## config.mk

```make
export PLATFORM = sky130hd
export DESIGN_NAME = exmem_skid_reg_flat
export DESIGN_NICKNAME = d
export VERILOG_FILES = /design/src/rtl/exmem_skid_reg_if.sv /design/src/rtl/exmem_skid_reg.sv /design/src/flat_wrapper.sv
export SDC_FILE = /design/constraint.sdc
export NUM_CORES = 1
export LEC_CHECK = 0
export CAP_MARGIN = 40
export CORE_UTILIZATION = 60
export CTS_CLUSTER_SIZE = 14
export DETAILED_ROUTE_END_ITERATION = 10
export DONT_BUFFER_PORTS = 1
export PLACE_DENSITY_LB_ADDON = 0.25
export RECOVER_POWER = 100
export SLEW_MARGIN = 0
export SYNTH_ARGS = -nofsm -noshare
export SYNTH_HDL_FRONTEND = slang
export SYNTH_SLANG_ARGS = --single-unit
```

## constraint.sdc

```tcl
create_clock -name clk -period 8.8 [get_ports clk]
set_input_delay 0.88 -clock clk [delete_from_list [all_inputs] [get_ports clk]]
set_output_delay 0.88 -clock clk [all_outputs]
set_load 0.02 [all_outputs]
```

## src/rtl/exmem_skid_reg_if.sv

```systemverilog
// EX/MEM stage handshake bundle. It carries the upstream valid/ready plus the
// execute-stage payload, and the downstream valid/ready plus the head payload.
//   slave  : the skid register's view (consumes in_*, produces out_* and in_ready)
//   master : the surrounding pipeline's view (the opposite directions)
// Parameters: DATA_W (ALU result / store width), DEST_W (destination index width).
interface exmem_skid_reg_if #(
    parameter int unsigned DATA_W = 32,
    parameter int unsigned DEST_W = 4
);
    // upstream side
    logic              in_valid;
    logic              in_ready;
    logic              WB_en_in;
    logic              MEM_R_EN_in;
    logic              MEM_W_EN_in;
    logic [DATA_W-1:0] ALU_result_in;
    logic [DATA_W-1:0] ST_val_in;
    logic [DEST_W-1:0] Dest_in;
    // downstream side
    logic              out_valid;
    logic              out_ready;
    logic              WB_en;
    logic              MEM_R_EN;
    logic              MEM_W_EN;
    logic [DATA_W-1:0] ALU_result;
    logic [DATA_W-1:0] ST_val;
    logic [DEST_W-1:0] Dest;

    modport slave (
        input  in_valid, WB_en_in, MEM_R_EN_in, MEM_W_EN_in,
        input  ALU_result_in, ST_val_in, Dest_in,
        output in_ready,
        output out_valid, WB_en, MEM_R_EN, MEM_W_EN, ALU_result, ST_val, Dest,
        input  out_ready
    );

    modport master (
        output in_valid, WB_en_in, MEM_R_EN_in, MEM_W_EN_in,
        output ALU_result_in, ST_val_in, Dest_in,
        input  in_ready,
        input  out_valid, WB_en, MEM_R_EN, MEM_W_EN, ALU_result, ST_val, Dest,
        output out_ready
    );
endinterface

```

## src/rtl/exmem_skid_reg.sv

```systemverilog
// EX/MEM pipeline register implemented as a valid/ready skid buffer
// (2 entries, or 1 entry when DEPTH_TWO=0) with synchronous flush and a
// legacy global freeze.
// Ports:
//   clk, rst    : clock, asynchronous active-high reset
//   flush       : kills all held entries and the current input at the edge
//   freeze      : global stall, blocks both accept and pop
//   bus (slave) : upstream in_* / in_ready, downstream out_* / out_ready
//   stall_cnt   : (only with EXMEM_STALL_CNT_EN) saturating count of cycles
//                 with a valid head that was not consumed
// Optional feature macro: EXMEM_STALL_CNT_EN.
module exmem_skid_reg #(
    parameter int unsigned DATA_W    = 32,
    parameter int unsigned DEST_W    = 4,
    parameter int unsigned DEPTH_TWO = 1
) (
    input  logic                 clk,
    input  logic                 rst,
    input  logic                 flush,
    input  logic                 freeze,
    exmem_skid_reg_if.slave      bus
`ifdef EXMEM_STALL_CNT_EN
    ,
    output logic [15:0]          stall_cnt
`endif
);
    localparam bit TWO_EN = (DEPTH_TWO != 0);

    typedef struct packed {
        logic              wb;
        logic              mr;
        logic              mw;
        logic [DATA_W-1:0] alu;
        logic [DATA_W-1:0] st;
        logic [DEST_W-1:0] dest;
    } entry_t;

    typedef enum logic [1:0] {
        EMPTY = 2'd0,
        ONE   = 2'd1,
        TWO   = 2'd2
    } state_t;

    state_t state_q, state_d;
    entry_t head_q, head_d;
    entry_t skid_q, skid_d;
    entry_t in_ent_c;
    logic   out_valid_c;
    logic   in_fire_c;
    logic   out_fire_c;

    assign in_ent_c = {bus.WB_en_in, bus.MEM_R_EN_in, bus.MEM_W_EN_in,
                       bus.ALU_result_in, bus.ST_val_in, bus.Dest_in};

    // Single-entry mode may accept while full only if the head pops in the same cycle.
    assign bus.in_ready = ~freeze & ~flush &
                          (TWO_EN ? (state_q != TWO)
                                  : ((state_q == EMPTY) | bus.out_ready));

    assign out_valid_c = (state_q != EMPTY);
    assign in_fire_c   = bus.in_valid & bus.in_ready;
    assign out_fire_c  = out_valid_c & bus.out_ready & ~freeze;

    // Head payload; control bits are gated so a bubble never writes.
    assign bus.out_valid  = out_valid_c;
    assign bus.WB_en      = head_q.wb & out_valid_c;
    assign bus.MEM_R_EN   = head_q.mr & out_valid_c;
    assign bus.MEM_W_EN   = head_q.mw & out_valid_c;
    assign bus.ALU_result = head_q.alu;
    assign bus.ST_val     = head_q.st;
    assign bus.Dest       = head_q.dest;

    // State and storage registers.
    always_ff @(posedge clk or posedge rst) begin
        if (rst) begin
            state_q <= EMPTY;
            head_q  <= '0;
            skid_q  <= '0;
        end else begin
            state_q <= state_d;
            head_q  <= head_d;
            skid_q  <= skid_d;
        end
    end

    // Next-state: flush beats freeze; data registers may keep stale values on flush.
    always_comb begin
        state_d = state_q;
        head_d  = head_q;
        skid_d  = skid_q;
        if (flush) begin
            state_d = EMPTY;
        end else if (!freeze) begin
            case (state_q)
                EMPTY: begin
                    if (in_fire_c) begin
                        head_d  = in_ent_c;
                        state_d = ONE;
                    end
                end
                ONE: begin
                    if (in_fire_c && out_fire_c) begin
                        head_d = in_ent_c;
                    end else if (in_fire_c && TWO_EN) begin
                        skid_d  = in_ent_c;
                        state_d = TWO;
                    end else if (out_fire_c) begin
                        state_d = EMPTY;
                    end
                end
                TWO: begin
                    if (out_fire_c) begin
                        head_d  = skid_q;
                        state_d = ONE;
                    end
                end
                default: state_d = EMPTY;
            endcase
        end
    end

`ifdef EXMEM_STALL_CNT_EN
    logic [15:0] stall_cnt_q, stall_cnt_d;

    // Counts every cycle a valid head is not consumed, including freeze cycles.
    always_comb begin
        stall_cnt_d = stall_cnt_q;
        if (flush) begin
            stall_cnt_d = '0;
        end else if (out_valid_c && !out_fire_c && (stall_cnt_q != 16'hFFFF)) begin
            stall_cnt_d = stall_cnt_q + 16'd1;
        end
    end

    always_ff @(posedge clk or posedge rst) begin
        if (rst) begin
            stall_cnt_q <= '0;
        end else begin
            stall_cnt_q <= stall_cnt_d;
        end
    end

    assign stall_cnt = stall_cnt_q;
`endif

endmodule

```

## src/flat_wrapper.sv

```systemverilog
// flat-port wrapper written by rule: the top's interface ports become plain ports
module exmem_skid_reg_flat 
#(
    parameter int unsigned DATA_W    = 32,
    parameter int unsigned DEST_W    = 4,
    parameter int unsigned DEPTH_TWO = 1
)
  (clk, rst, flush, freeze, bus_in_valid, bus_WB_en_in, bus_MEM_R_EN_in, bus_MEM_W_EN_in, bus_ALU_result_in, bus_ST_val_in, bus_Dest_in, bus_in_ready, bus_out_valid, bus_WB_en, bus_MEM_R_EN, bus_MEM_W_EN, bus_ALU_result, bus_ST_val, bus_Dest, bus_out_ready);
  exmem_skid_reg_if #(.DATA_W(DATA_W), .DEST_W(DEST_W)) bus_i ();
  input  logic clk;
  input  logic rst;
  input  logic flush;
  input  logic freeze;
  input wire logic [$bits(bus_i.in_valid)-1:0] bus_in_valid;
  input wire logic [$bits(bus_i.WB_en_in)-1:0] bus_WB_en_in;
  input wire logic [$bits(bus_i.MEM_R_EN_in)-1:0] bus_MEM_R_EN_in;
  input wire logic [$bits(bus_i.MEM_W_EN_in)-1:0] bus_MEM_W_EN_in;
  input wire logic [$bits(bus_i.ALU_result_in)-1:0] bus_ALU_result_in;
  input wire logic [$bits(bus_i.ST_val_in)-1:0] bus_ST_val_in;
  input wire logic [$bits(bus_i.Dest_in)-1:0] bus_Dest_in;
  output wire logic [$bits(bus_i.in_ready)-1:0] bus_in_ready;
  output wire logic [$bits(bus_i.out_valid)-1:0] bus_out_valid;
  output wire logic [$bits(bus_i.WB_en)-1:0] bus_WB_en;
  output wire logic [$bits(bus_i.MEM_R_EN)-1:0] bus_MEM_R_EN;
  output wire logic [$bits(bus_i.MEM_W_EN)-1:0] bus_MEM_W_EN;
  output wire logic [$bits(bus_i.ALU_result)-1:0] bus_ALU_result;
  output wire logic [$bits(bus_i.ST_val)-1:0] bus_ST_val;
  output wire logic [$bits(bus_i.Dest)-1:0] bus_Dest;
  input wire logic [$bits(bus_i.out_ready)-1:0] bus_out_ready;
  assign bus_i.in_valid = bus_in_valid;
  assign bus_i.WB_en_in = bus_WB_en_in;
  assign bus_i.MEM_R_EN_in = bus_MEM_R_EN_in;
  assign bus_i.MEM_W_EN_in = bus_MEM_W_EN_in;
  assign bus_i.ALU_result_in = bus_ALU_result_in;
  assign bus_i.ST_val_in = bus_ST_val_in;
  assign bus_i.Dest_in = bus_Dest_in;
  assign bus_in_ready = bus_i.in_ready;
  assign bus_out_valid = bus_i.out_valid;
  assign bus_WB_en = bus_i.WB_en;
  assign bus_MEM_R_EN = bus_i.MEM_R_EN;
  assign bus_MEM_W_EN = bus_i.MEM_W_EN;
  assign bus_ALU_result = bus_i.ALU_result;
  assign bus_ST_val = bus_i.ST_val;
  assign bus_Dest = bus_i.Dest;
  assign bus_i.out_ready = bus_out_ready;
  exmem_skid_reg #(.DATA_W(DATA_W), .DEST_W(DEST_W), .DEPTH_TWO(DEPTH_TWO)) u_core (.clk(clk), .rst(rst), .flush(flush), .freeze(freeze), .bus(bus_i));
endmodule
```

After elaboration in Yosys (flattened, before gate mapping). Index checks and enable logic that the tools add are counted.

Flip-flop bits (word level): 144. Input port bits: 77. Output and inout port bits: 73. Word-level logic and storage cells: 54.

Equality and inequality tests: 11. Mux-type cells: 12. Bitwise operators: 11. Reductions and logical operators: 7.

Operators by type and width (number): 2-to-1 mux 71 bit (3); case mux 71 bit (3 select lines) (1); 2-to-1 mux 2 bit (7); AND reduction 5 bit (2); AND 1 bit (8); != test 2 x 1 -> 1 bit, second input constant (3); != test 3 x 2 -> 1 bit, second input constant (2); case mux 2 bit (3 select lines) (1); AND reduction 6 bit (1); != test 2 bit, second input constant (2); != test 4 x 2 -> 1 bit, second input constant (1); != test 3 bit, second input constant (1); NOT 1 bit (3); nonzero test 3 bit (1); == test 2 x 1 -> 1 bit, second input constant (1); == test 2 bit, second input constant (1); zero test 2 bit (1); nonzero test 2 bit (1); logical AND 1 bit (1).

Longest topological paths before layout. Gate-level depths: netlist (run 1).

Word-level depth: 9. Gate-level depth with buffers: 6. Gate-level depth less buffers: 4.

Worst setup path before layout (run 1). Ideal clock, no wire load.

Path kind: register to output. Start: register u_core.state_q[1]. End: output port bus_in_ready. Arrival time: 1384 ps. Required time: 7920 ps. Slack: 6536 ps. Cell stages (with the launch flop): 5. Path buffers: 2. Cells stage by stage: dfrtp_1 -> and2b_1 -> buf_2 -> buf_2 -> nor3_1.

Cells in the longest elaborated chain, start to end: 2.

Ends and longest elaborated chain: start: declaration (RTL line exmem_skid_reg.sv:44) `state_t state_q, state_d;`; start signal: assignment (RTL line exmem_skid_reg.sv:80) `state_q <= state_d;`; != test 2 bit (RTL line exmem_skid_reg.sv:57) `(TWO_EN ? (state_q != TWO)`; AND 1 bit (RTL line exmem_skid_reg.sv:56) `assign bus.in_ready = ~freeze & ~flush &`; end: declaration (RTL line flat_wrapper.sv:21) `output wire logic [$bits(bus_i.in_ready)-1:0] bus_in_ready;`.

No other way between the ends.

Worst setup path in the final report (run 1).
Start: register u_core.state_q[0]. End: output port bus_in_ready.

The elaborated chain is that of the path after synthesis.

==> impl_metrics.yaml, run 1 <==
yosys:
  syn-cell-area_mm2: 0.00707
  synth_seq_cells: 144
  synth_most_common_cell: "dfrtp_1"
  syn_inst: 473
  ys_warn_count: 0
  synth_edf_count: 0
  netlist_top_cells_area: "dfrtp_1 (51%), mux2_2 (17%), mux2_4 (15%)"
  syn-num-nets: 550
  yosysTopAreaCell: "dfrtp_1"
  yosys.area.top_type_share_pct: 50.9
  ys_seq_area_share_pct: 50.9
  ys_types: 24
  ys_top_cells_by_count: "dfrtp_1 (144), mux2_2 (105), mux2_4 (70)"
  synth-main-ff-cell: "dfrtp_1"
  async_flop_share_pct: 100
  postSynthAreaPerCell_um2: 15.0
cts:
  post_cts_buffers: 0
  ctsHoldBuffers: 0
  cts_tree: "yes"
  clockBufferDepth: 2
  clock_latency_ps: 410
  clock-sinks: 144
  clkTransAtPathRegs_ps: 50
  root_buffer: "clkbuf_16"
  htreeDepth: 4
  ctsResizeCount: 0
  numCtsBuffers: 17
route:
  first_pass_iters: 4
  vias_per_cell: 5.81
  vias: 3259
  wire_per_inst_um: 20.6
  ant_nets: 0
  drcViolationCount: 0
  wirelength_um: 11600
  initialDrtViolationCount: 127
sta:
  relSlewSlack_pct: -88.6
  slew_viol_final: 201
  period_share_pct: 45.8
  clock.fmax_mhz: 248
  hold_violations: 0
  post-route-min-period_ps: 4030
  skew_ps: 6.05
  tns_ps: 0
  tightest_slew_ps: 2810
  setup_viol_count_final: 0
  rsz0062_at_grt: "no"
layout:
  layout-drive-gt1-share_pct: 33.0
  fin_cells: 561
  insertedDiodeCount: 0
  fin_util_pct: 60.4
  syn_to_final_growth_pct: -2.12
  nets: 484
die:
  die_w_um: 111
  initial_utilization_pct: 61.7
  die_y_um: 111
  io_pins: 150
  core_area_mm2: 0.0115
  num_rows: 39
  die-area_mm2: 0.0122
setup_path:
  critPathRequiredTime_ps: 7920
  critPathArrivalTime_ps: 3150
  cp-start-kind: "flop"
  critPathCaptureType: "primary output"
  crit_type: "reg2out"
  crit_fanout: 40
global_routing:
  antenna_found_initial: 0
  grt-ovfl-total: 0
  grt_max_degree: 66
  grt_pass1_wl_um: 18900
  grt_usage_pct: 20.1
  grt_pass1_vias: 3492
placed_design:
  numPortBuffers: 0
  dpl.cell_count: 531
  hpwl_um: 7540
  place_congestion: 0.722
flow_run:
  maxCapViolations: 5
worst_hold_path:
  hold_class: "reg2reg"
run_status:
  violations: "max-capacitance violations, max-slew violations"
  status: "finished with violations"
power:
  vdd_drop_max_v: 0.000182
  power.density_mw_per_mm2: 258
  p_leak_nw: 3.12
-- area by class of cell --
class                      count  area (um2)
fill                         886        4540
sequential                   144        3600
multi-input combinational    234        2530
clock buffer                  22         464
tap                          143         179
timing repair buffer           6        66.3
clock inverter                 8        65.1
inverter                       4        16.3
-- cell usage in the layout, fill, tap and decap left out, drive strengths merged, types with 2 or more instances in the layout --
master,count
dfrtp,144
nor3,3
nand2,2
mux2,213
clkinv,7
clkbuf,25
buf,3
inv,3
nor2,2
nor2b,3
-- cell families (layout without fill, tap and decap cells) --
group                  count (synthesis)  count (layout)  share of synthesized area, %
AOI/OAI and AO/OA                      6               6                         0.584
buffers and inverters                 95              40                          9.69
DFF                                  144             144                          50.9
muxes                                213             213                          37.6
and+or+nand+nor                       15              15                          1.17
-- registers in the layout, indices dropped and copies added (netlist names) --
| register | flops |
|---|---|
| u_core.bus.Dest | 4 |
| u_core.head_q | 3 |
| u_core.bus.ALU_result | 32 |
| u_core.state_q | 2 |
| u_core.bus.ST_val | 32 |
| u_core.skid_q | 71 |
-- path summary, 6_finish.rpt --
kind,slack (ps),depth (start not counted),endpoint,start
min in group asynchronous,1130,1,u_core.bus.ALU_result[30],rst
max in group asynchronous,5340,3,u_core.skid_q[49],rst
worst max register to register,4790,4,u_core.skid_q[57],u_core.state_q[1]
worst min register to register,490,1,u_core.skid_q[9],u_core.skid_q[9]
worst max-delay path,4770,4,bus_in_ready,u_core.state_q[0]
worst min-delay path,490,1,u_core.skid_q[9],u_core.skid_q[9]
-- power by group --
group / switching (mW) / total (mW) / internal [mW]
registers: 0.177 / 0.976 / 0.799
clock network: 0.252 / 0.648 / 0.396
logic: 0.0645 / 0.166 / 0.101
total: 0.493 / 1.79 / 1.30
-- critical path, cell delays in order (launching register included) --
cell,delay (ps)
dfrtp_1,410
and2b_4,270
clkbuf_1,1530
buf_12,340
nor3_1,170
-- through the flow --
stage | power [mW] | setup WS (ps) | hold slack (ps) | cell area [um2]
final | 1.79 | 4770 | 489 | 6920
after detailed placement | 1.22 | 5760 | 475 | 6690
after floorplan | 1.27 | 4050 | 459 | 7070
after global placement | 1.20 | 5800 | 467 | 6630
after CTS | 1.87 | 5770 | 413 | 7220
after global routing | 1.87 | 4430 | 504 | 6920
-- layer usage --
metal | vias to the layer above | share of wire, % | track usage [%]
li1 | 1459 | - | -
met2 | 106 | 47 | 29.9
met4 | 0 | 1.6 | 8.36
met1 | 1680 | 42 | 25.7
met5 | - | 0 | 0
met3 | 14 | 9.2 | 8.67
Note: power is estimated with default switching activity, not from simulation.
==> inputs of run 2 (changes only) <==
Clock period 8.8 ns to 3.96 ns, I/O delays scaled along.
==> run 2 against run 1 <==
Effect of this change: the flow still finishes with violations (max-capacitance violations, max-slew violations); non-clock buffer count rose by 3; sequential share of layout area shrank 1.0 points; global-route usage up 1.2 points; via count decreased by 0.80%; sequential cell count stayed put; clock power rose by 140%; first-iteration DRC count is 12% higher; highest routed layer unchanged.
==> impl_metrics.yaml, run 2 (same netlist as run 1, synthesis figures left out) <==
sta:
  hold_violations: 0
  clock.fmax_mhz: 384
  rsz0062_at_grt: "no"
  skew_ps: 5.52
  slew_viol_final: 93
  tns_ps: 0
  relSlewSlack_pct: -6.32
  period_share_pct: 65.7
  post-route-min-period_ps: 2600
  setup_viol_count_final: 0
  tightest_slew_ps: 1590
cts:
  clkTransAtPathRegs_ps: 60
  cts_tree: "yes"
  numCtsBuffers: 17
  ctsHoldBuffers: 1
  post_cts_buffers: 0
  ctsResizeCount: 0
  root_buffer: "clkbuf_16"
  clockBufferDepth: 2
  htreeDepth: 4
  clock-sinks: 144
  clock_latency_ps: 410
layout:
  largest-register: "u_core.skid_q"
  largest_reg_flops: 71
  syn_to_final_growth_pct: -0.159
  layout_commonest_cell: "dfrtp_1"
  fin_util_pct: 61.6
  insertedDiodeCount: 0
  layout-drive-gt1-share_pct: 34.1
  nets: 487
  final_cell_mix: "dfrtp_1 (144), mux2_1 (107), mux2_2 (104), clkbuf_16 (17), clkbuf_8 (7)"
global_routing:
  grt_usage_pct: 21.3
  use_met3_pct: 8.78
  grt_pass1_wl_um: 20000
  use_met1_pct: 25.7
  grt_max_degree: 68
  gr-usage-met2_pct: 33.5
  grt-ovfl-total: 0
  top_usage_layer: "met2"
  antenna_found_initial: 0
  grt_pass1_vias: 3733
flow_run:
  maxCapViolations: 2
setup_path:
  crit_fanout: 42
  cp-start-kind: "flop"
  critPathBufInv: 1
  path_cells: "and3b_1 -> nand2_1 -> buf_16 -> mux2_1"
  ff2ff_path_depth: 4
  crit_type: "reg2reg"
  cpMaxStageDelayCell: "nand2_1"
  path_depth: 4
  critPathArrivalTime_ps: 2890
  critPathRequiredTime_ps: 4250
  critPathCaptureType: "flop"
  crit_family: "simple AND/OR/NAND/NOR gates"
  critPathMaxStageDelay_ps: 830
route:
  vias: 3233
  wire_per_inst_um: 20.8
  ant_nets: 0
  initialDrtViolationCount: 142
  first_pass_iters: 4
  wirelength_um: 11800
  vias_per_cell: 5.72
  drcViolationCount: 0
die:
  io_pins: 150
  num_rows: 39
  core_area_mm2: 0.0115
  die-area_mm2: 0.0122
  die_w_um: 111
  initial_utilization_pct: 61.7
  die_y_um: 111
placed_design:
  numPortBuffers: 0
  place_congestion: 0.724
  hpwl_um: 7880
worst_hold_path:
  hold_class: "in2reg"
  worstHoldPathCells: 1
power:
  power.density_mw_per_mm2: 578
  p_leak_nw: 3.20
  vdd_drop_max_v: 0.000410
run_status:
  violations: "max-capacitance violations, max-slew violations"
  status: "finished with violations"
-- run 2: cell type report --
type                    count  area (um2)
clock inverters             5        50.0
multi-input cells         234        2540
clock buffers              26         529
flip-flops and latches    144        3600
repair buffers              9         145
fillers                   905        4400
inverters                   4        18.8
well taps                 143         179
-- run 2: per-layer routing --
layer  share of wire, %  routed length (um)
met1                 41                4870
met2                 48                5690
met3                8.5                1010
met4                1.8                 210
met5                  0                   0
-- run 2: stage by stage --
stage	power, mW	area, um2	setup slack [ps]	cells	hold slack, ps
2_1_floorplan	2.82	7080	1760	473	459
3_3_place_gp	2.68	6640	1670	529	462
3_5_place_dp	2.72	6750	1680	533	382
4_1_cts	4.28	7340	1670	565	15.1
5_1_grt	4.27	7060	1160	565	24.2
6_report	4.08	7060	1360	565	38.8
-- run 2: power by group --
part	internal [mW]	switching, mW	leakage (nW)
Combinational	0.233	0.146	1.10
Clock	0.973	0.557	0.292
Sequential	1.78	0.395	1.81
Total	2.98	1.10	3.20
-- run 2: path summary, 6_finish.rpt --
path / slack (ps) / to / startpoint
max in group asynchronous: 1960 / u_core.bus.ST_val[18] / rst
min in group asynchronous: 1020 / u_core.bus.ALU_result[11] / rst
worst min-delay path: 40 / u_core.state_q[1] / flush
worst max-delay path: 1360 / u_core.skid_q[16] / u_core.state_q[1]
worst max register to register: 1360 / u_core.skid_q[16] / u_core.state_q[1]
worst min register to register: 490 / u_core.skid_q[20] / u_core.skid_q[20]
==> inputs of run 3 (changes only) <==
Clock period 3.96 ns to 2.75 ns, I/O delays scaled along.
==> run 3 against run 2 <==
Effect of this change: die area is the same; clock skew grew 2.0 ps; critical path type unchanged; register-to-register slack lost 910 ps; sequential share of layout area shrank 4.9 points; final cell count grew 12%; largest power group unchanged; the flow now finishes without violations; largest cell class unchanged.
==> impl_metrics.yaml, run 3 (same netlist as run 1, synthesis figures left out) <==
run_status:
  status: "completed"
cts:
  numCtsBuffers: 17
  post_cts_buffers: 0
  clock-sinks: 144
  cts_tree: "yes"
  root_buffer: "clkbuf_16"
  htreeDepth: 4
  clockBufferDepth: 2
  clkTransAtPathRegs_ps: 60
  clock_latency_ps: 420
  ctsResizeCount: 0
sta:
  clock.fmax_mhz: 435
  skew_ps: 7.55
  slew_viol_final: 0
  hold_violations: 0
  period_share_pct: 83.7
  tightest_slew_ps: 778
  setup_viol_count_final: 0
  post-route-min-period_ps: 2300
  timing.hold.ws_ps: 14.7
  rsz0062_at_grt: "no"
  tns_ps: 0
  relSlewSlack_pct: 48.2
worst_hold_path:
  worstHoldPathCells: 1
  hold_class: "in2reg"
die:
  die_w_um: 111
  io_pins: 150
  num_rows: 39
  initial_utilization_pct: 61.7
  die-area_mm2: 0.0122
  die_y_um: 111
  core_area_mm2: 0.0115
setup_path:
  critPathArrivalTime_ps: 2600
  path_depth: 4
  cpMaxStageDelayCell: "clkbuf_2"
  path_cells: "and3b_1 -> nand2_4 -> clkbuf_2 -> mux2_2"
  critPathRequiredTime_ps: 3050
  critPathCaptureType: "flop"
  crit_type: "reg2reg"
  ff2ff_path_depth: 4
  critPathBufInv: 1
  cp-start-kind: "flop"
  critPathMaxStageDelay_ps: 610
  crit_fanout: 40
  crit_family: "simple AND/OR/NAND/NOR gates"
layout:
  final_area_mm2: 0.00781
  largest-register: "u_core.skid_q"
  final_cell_mix: "dfrtp_1 (144), mux2_2 (105), mux2_1 (105), dlygate4sd3_1 (71), clkbuf_16 (17)"
  layout-drive-gt1-share_pct: 30.1
  nets: 555
  syn_to_final_growth_pct: 10.4
  layout_commonest_cell: "dfrtp_1"
  insertedDiodeCount: 0
  fin_util_pct: 68.1
  largest_reg_flops: 71
global_routing:
  grt_pass1_wl_um: 21300
  grt_max_degree: 145
  grt-ovfl-total: 0
  antenna_found_initial: 0
  grt_usage_pct: 22.6
  grt_pass1_vias: 4070
power:
  p_leak_nw: 3.52
  power.density_mw_per_mm2: 808
  sw_frac_of_total_pct: 26.2
  total_power_mw: 6.31
  seqPwrFrac_pct: 49.5
  p_clk_share_pct: 40.5
  p_int_mw: 4.66
  p_sw_mw: 1.65
  p_comb_share_pct: 10.0
  vdd_drop_max_v: 0.000581
route:
  route.met3.wl_um: 829
  ant_nets: 0
  wirelength_um: 12900
  wire_per_inst_um: 20.4
  first_pass_iters: 4
  wl_met2_um: 6510
  top_layer_used: "met4"
  initialDrtViolationCount: 133
  wl_met1_um: 5420
  drcViolationCount: 0
  vias: 3579
  vias_per_cell: 5.65
placed_design:
  place_congestion: 0.705
  hpwl_um: 7400
  placed_area_mm2: 0.00671
  numPortBuffers: 0
flow_run:
  maxCapViolations: 0
## run 3: cell count changes in the layout (fill, tap and decap cells not counted), moves of 2 or more
cell           previous run  this run
mux2_1                  107       105
clkbuf_8                  7         4
buf_16                    3         0
bufinv_16                 1         5
dlygate4sd3_1             1        71
buf_12                    2         4
clkbuf_1                  4         2
## run 3: worst paths after layout
path | startpoint | slack [ps] | endpoint
max in group asynchronous | rst | 1600 | u_core.skid_q[31]
setup / recovery | u_core.state_q[1] | 450 | u_core.skid_q[15]
hold / removal | bus_ALU_result_in[11] | 10 | u_core.skid_q[47]
setup reg to reg | u_core.state_q[1] | 450 | u_core.skid_q[15]
hold reg to reg | u_core.skid_q[6] | 490 | u_core.skid_q[6]
min in group asynchronous | rst | 550 | u_core.bus.ALU_result[11]
## run 3: per-layer routing
metal / vias to the layer above / track usage, %
li1: 1595 / -
met1: 1857 / 27.6
met2: 110 / 36.9
met3: 17 / 7.08
met4: 0 / 9.87
met5: - / 0
## run 3: layout make-up
class | count | area, um2
fill | 831 | 3660
sequential | 144 | 3600
multi-input combinational | 234 | 2550
timing repair buffer | 77 | 800
clock buffer | 22 | 484
clock inverter | 10 | 180
tap | 143 | 179
inverter | 4 | 16.3
## run 3: stage by stage
| stage | instances | setup WS [ps] |
|---|---|---|
| floorplan | 473 | 670 |
| global placement | 531 | 730 |
| detailed placement | 531 | 704 |
| CTS | 634 | 616 |
| global route | 634 | 291 |
| finish | 634 | 449 |
## run 3: repair_timing
| item | CTS | global route |
|---|---|---|
| endpoints found under the setup margin | 0 | 0 |
| endpoints found under the hold margin | 75 | 0 |
| hold buffers | 71 | 0 |
## run 3: power groups by stage
stage / clock [mW] / sequential, mW / combinational [mW]
finish: 2.55 / 3.12 / 0.632
global route: 2.68 / 3.17 / 0.694
CTS: 2.59 / 3.14 / 0.827
detailed placement: 0 / 3.16 / 0.741
global placement: 0 / 3.15 / 0.706
floorplan: 0 / 2.75 / 1.31
## run 3: worst reg2reg max path: stages (launching register included)
cell      delay [ps]
dfrtp_1          430
and3b_1          260
nand2_4          470
clkbuf_2         610
mux2_2           420
==> RTL edit 1: new RTL, flow settings as in run 2 <==
Encoding of `state_t`: now one-hot (3 bits for 3 states).
--- a/src/rtl/exmem_skid_reg.sv
+++ b/src/rtl/exmem_skid_reg.sv
@@ -37,6 +37,6 @@
 
-    typedef enum logic [1:0] {
-        EMPTY = 2'd0,
-        ONE   = 2'd1,
-        TWO   = 2'd2
+    typedef enum logic [2:0] {
+        EMPTY = 3'b001,
+        ONE   = 3'b010,
+        TWO   = 3'b100
     } state_t;
Check against the original RTL: same outputs for any inputs over 4 cycles, from zero or initial values and one cycle with rst high; so few cycles prove little.
==> RTL edit 1 against run 2 <==
- highest routed layer unchanged
- synthesized area grew 2.5%
- largest power group unchanged
- sequential cell count rose by 1
- non-clock buffer count down 1
- worst setup slack got worse by 0.48 ns
- first-iteration DRC count down 0.70%
- routed wire length grew 2.6%
- power shrank 7.5%
- design area grew 0.12%
- sequential power decreased by 6%
- the flow finishes with violations (design-rule violations, max-capacitance violations, max-slew violations)
- critical path type unchanged
==> RTL edit 1: results (changes against run 2) <==
* Run status: finished with violations
* Failing checks: design-rule violations, max-capacitance violations, max-slew violations
* Pins Over Slew Limit at 66 (-29%)
* WP data arrival at 3.37 ns (+0.48 ns)
* Met1 WL at 4810 microns (-1.3%)
* DRT iter0 DRCs at 141 (-0.70%)
* Post-Synth XOR/XNOR Area at 0.121% (+0.12 points)
* Post-Synth Adder-Cell Area at 0% (unchanged)
* LEAKAGE at 0.00326 uW (+2.0%)
* First-pass GRT wire length at 20,000 microns (about the same)
* Largest net degree at the start of global routing at 66 (-2.9%)
* Post-synthesis register bit count at 145 (+0.69%)
* CTS H-tree lvls at 4 (unchanged)
* Crit Path Max Fanout at 46 (+9.5%)
* Share of cells above drive strength 1 at 48.0% (+14 points)
* Final nets at 499 (+2.5%)
* Total gr overflow at 0 (unchanged)
* Routed wl met2 at 6070 microns (+6.7%)
* Root Driver: clkbuf_16
* Pre-Repair DR Iteration Count at 8 (+4)
* CTS Buf Count at 17 (unchanged)
* Rel. slew slack at -5.28% (+1.0 points)
* Compound-Gate Fraction of Synth Area at 1.00% (+0.42 points)
* Sequential area share after synthesis at 50.1% (-0.86 points)
* Area contributors post-synth: dfrtp_1 (50%), mux2_2 (26%), mux2_4 (8.9%)
* Worst vdd ir at 0.000389 V (-5.2%)
* Clock Skew at 0.00644 ns (+0.000922 ns)
* Syn nets at 564 (+2.5%)
* Drt drc at 11 (+11)
* Post-detail-place hpwl at 8000 microns (+1.5%)
* Highest Signal Layer: met4
* Place WS at 1.42 ns (-0.262 ns)
* Vias per inst at 5.80 (+1.3%)
* Vias in the first global route at 3,753 (+0.54%)
* Cts repair resizes at 0 (unchanged)
* Routed wl met3 at 1060 microns (+5.7%)
* Placer Congestion at 0.708 (-2.3%)
* Crit path from: u_core.state_q[2]
* Yosys cell types at 34 (+42%)
* All-Layer GR Usage at 21.1% (-0.21 points)
* Max Cap Viol at 1 (-1)
* Top cells by count, synth: mux2_2 (170), dfrtp_1 (144), buf_4 (68)
-- RTL edit 1: path summary, 6_finish.rpt --
kind | to | slack, ns | cells after the start
worst max-delay path | u_core.skid_q[25] | 0.88 | 4
worst min-delay path | u_core.state_q[1] | 0.09 | 1
worst max register to register | u_core.skid_q[25] | 0.88 | 4
worst min register to register | u_core.skid_q[27] | 0.49 | 1
max in group asynchronous | u_core.skid_q[29] | 1.11 | 4
min in group asynchronous | u_core.bus.ALU_result[16] | 0.87 | 3
-- RTL edit 1: power by group --
group / leakage [uW] / internal [uW] / total [uW] / switching, uW
Sequential: 0.00187 / 1680 / 2040 / 361
Combinational: 0.00113 / 176 / 289 / 113
Clock: 0.000263 / 873 / 1440 / 571
-- RTL edit 1: metrics by stage --
stage | util (%) | instance area, sq um | std cells
after floorplan | - | 7250 | 487
after global placement | 57.7 | 6700 | 544
final | 60.9 | 7070 | 578
after CTS | 62.6 | 7270 | 578
after global routing | 60.9 | 7070 | 578
after detailed placement | 58.0 | 6730 | 545
-- RTL edit 1: cell type report --
class	instances	area [sq um]
clock buffers	25	465
clock inverters	7	60.1
fillers	905	4540
inverters	4	18.8
multi-input cells	246	2660
flip-flops and latches	145	3630
well taps	143	179
repair buffers	8	62.6
-- RTL edit 1: critical path, stage by stage, from the launching register on --
cell	delay [ns]
dfrtp_1	0.47
nor4b_4	0.37
nand3_1	0.98
buf_4	0.70
mux2_1	0.40
-- RTL edit 1: cell families after synthesis --
kind of cell,Yosys count
xor gates and xnor gates,1
and+or+nand+nor,23
AOI/OAI and AO/OA,9
DFF,145
buffers and inverters,96
muxes,213
-- RTL edit 1: metal layers --
metal / global-route usage [%] / vias to the layer above
met5: 0 / -
met4: 6.94 / 0
met3: 9.85 / 12
met2: 34.9 / 106
met1: 24.1 / 1718
li1: - / 1514
==> RTL edit 2: new RTL, settings of run 2 <==
Made on the original files. `DATA_W` is set to 32 in 3 places; all go to 64.
--- a/src/rtl/exmem_skid_reg_if.sv
+++ b/src/rtl/exmem_skid_reg_if.sv
@@ -6,3 +6,3 @@
 interface exmem_skid_reg_if #(
-    parameter int unsigned DATA_W = 32,
+    parameter int unsigned DATA_W = 64,
     parameter int unsigned DEST_W = 4
--- a/src/rtl/exmem_skid_reg.sv
+++ b/src/rtl/exmem_skid_reg.sv
@@ -12,3 +12,3 @@
 module exmem_skid_reg #(
-    parameter int unsigned DATA_W    = 32,
+    parameter int unsigned DATA_W    = 64,
     parameter int unsigned DEST_W    = 4,
--- a/src/flat_wrapper.sv
+++ b/src/flat_wrapper.sv
@@ -3,3 +3,3 @@
 #(
-    parameter int unsigned DATA_W    = 32,
+    parameter int unsigned DATA_W    = 64,
     parameter int unsigned DEST_W    = 4,
Ports: changed (resized bus_ALU_result, bus_ALU_result_in, bus_ST_val and bus_ST_val_in); port bits go from 150 to 278. The function was not compared with the original's and may differ.
==> RTL edit 2 against run 2 <==
- the flow still finishes with violations (max-capacitance violations, max-slew violations)
- design area up 96%
- combinational power up 120%
- worst setup slack worse by 0.40 ns
- non-clock buffer count up 95
- global-route usage up 1.9 points
- sequential share of layout area down 2.0 points
- sequential cell count up 128
- power up 86%
- maximum frequency down 13%
- routed wire length up 120%
- synthesized area up 87%
- clock power up 69%
- largest cell class unchanged
==> RTL edit 2: results (changes against run 2) <==
* Pins Over Slew Limit at 64 (-31%)
* Routed wl met3 at 2350 microns (+130%)
* Share of cells above drive strength 1 at 21.0% (-13 points)
* DRT iter0 DRCs at 234 (+65%)
* Routed Wire Length at 26,200 microns (+120%)
* Longest Clk Path Bufs at 3 (+1)
* Root Driver: clkbuf_16
* Placer Congestion at 0.749 (+3.5%)
* LEAKAGE at 0.00687 uW (+110%)
* CTS Buf Count at 28 (+11)
* Critical Path Sink: u_core.bus.ST_val[18]
* Clock Skew at 0.0187 ns (+0.0131 ns)
* Sequential area share after synthesis at 51.4% (+0.47 points)
* Reg2Reg Setup Slack at 0.96 ns (-0.40 ns)
* Avg Cell Area, Syn at 11.4 sq um (-24%)
* CP top delay family: simple AND/OR/NAND/NOR gates
* Wire per inst at 18.7 microns (-10%)
* Area contributors post-synth: dfrtp_1 (51%), mux2_2 (14%), nand2_1 (12%)
* Syn nets at 1,305 (+140%)
* Post-synthesis mux area share at 25.8% (-12 points)
* Rel. slew slack at -14.4% (-8.0 points)
* Vias per inst at 5.39 (-5.8%)
* Failing checks: max-capacitance violations, max-slew violations
* Crit-path slowest cell: nand2b_1
* Fin Hold WS at 0.00574 ns (-0.0330 ns)
* Worst Hold Class: in2reg
* Met2 Track Usage GR at 36.4% (+2.9 points)
* Crit path from: u_core.state_q[0]
* RR Startpoint: u_core.state_q[0]
* Routed wl met2 at 12,300 microns (+120%)
* CTS H-tree lvls at 1 (-3)
* Dpl cells at 1,261 (+140%)
* All-Layer GR Usage at 23.2% (+1.9 points)
* Worst stage delay on the critical path at 1.17 ns (+0.34 ns)
* Compound-Gate Fraction of Synth Area at 0.265% (-0.32 points)
* Top cells by count, synth: nand2_1 (407), dfrtp_1 (272), mux2_2 (170)
* Post-Synth Adder-Cell Area at 0% (unchanged)
* Crit Path Max Fanout at 46 (+9.5%)
* Met3 Track Usage GR at 7.97% (-0.81 points)
* Met1 WL at 10,800 microns (+120%)
* Grt met1 use at 30.1% (+4.3 points)
* Vias in the first global route at 7,746 (+110%)
* Max reg flops at 135 (+90%)
* Placement Cell Area at 12,500 sq um (+85%)
* Max Cap Viol at 2 (unchanged)
* First-pass GRT wire length at 41,500 microns (+110%)
* Yosys cell types at 22 (-8.3%)
* Largest net degree at the start of global routing at 91 (+34%)
* Post-detail-place hpwl at 15,900 microns (+100%)
* WP data arrival at 3.46 ns (+0.57 ns)
* Worst-skew pair later-pin latency at 0.53 ns (+0.12 ns)
* Worst R2R Path Depth at 5 (+1)
* Worst vdd ir at 0.000384 V (-6.3%)
* FF-to-FF End: u_core.bus.ST_val[18]
* Run status: finished with violations
* Final nets at 1,247 (+160%)
-- RTL edit 2: cell type report --
| class | count | area [sq um] |
|---|---|---|
| inverters | 3 | 12.5 |
| repair buffers | 104 | 1080 |
| clock buffers | 37 | 796 |
| fillers | 1678 | 7480 |
| well taps | 275 | 344 |
| flip-flops and latches | 272 | 6810 |
| clock inverters | 10 | 110 |
| diodes | 2 | 5.00 |
| multi-input cells | 697 | 4720 |
-- RTL edit 2: worst min path at each step --
stage | startpoint | end | slack [ns] | depth (start not counted)
floorplan | flush | u_core.state_q[1] | 0.46 | 1
global placement | rst | u_core.bus.ST_val[40] | 0.34 | 1
detailed placement | rst | u_core.bus.ST_val[40] | 0.34 | 1
CTS | bus_ST_val_in[22] | u_core.skid_q[26] | 0.0002 | 1
global route | bus_ALU_result_in[27] | u_core.skid_q[95] | -0.008 | 1
finish | bus_ALU_result_in[26] | u_core.skid_q[94] | 0.006 | 1
-- RTL edit 2: per-stage QoR --
step | utilization, % | setup slack, ns
6_report | 65.0 | 0.961
5_1_grt | 65.0 | 0.682
4_1_cts | 66.7 | 1.45
3_5_place_dp | 58.3 | 1.51
3_3_place_gp | 58.1 | 1.46
2_1_floorplan | - | -0.0314
-- RTL edit 2: report_power, final --
part / leakage (uW) / switching (uW) / internal, uW
combinational: 0.00301 / 311 / 523
sequential: 0.00341 / 803 / 3380
clock: 0.000447 / 1050 / 1530
-- RTL edit 2: cell families (layout without fill, tap and decap cells) --
kind of cell           Yosys count  count (layout)
AOI/OAI and AO/OA                6               6
buffers and inverters          195             154
DFF                            272             272
muxes                          270             270
other                            0               2
and+or+nand+nor                421             421
-- RTL edit 2: what timing repair did --
action                                  CTS  global route
hold buffers                             88             2
endpoints found under the setup margin    0             0
hold endpoints to repair                105             2
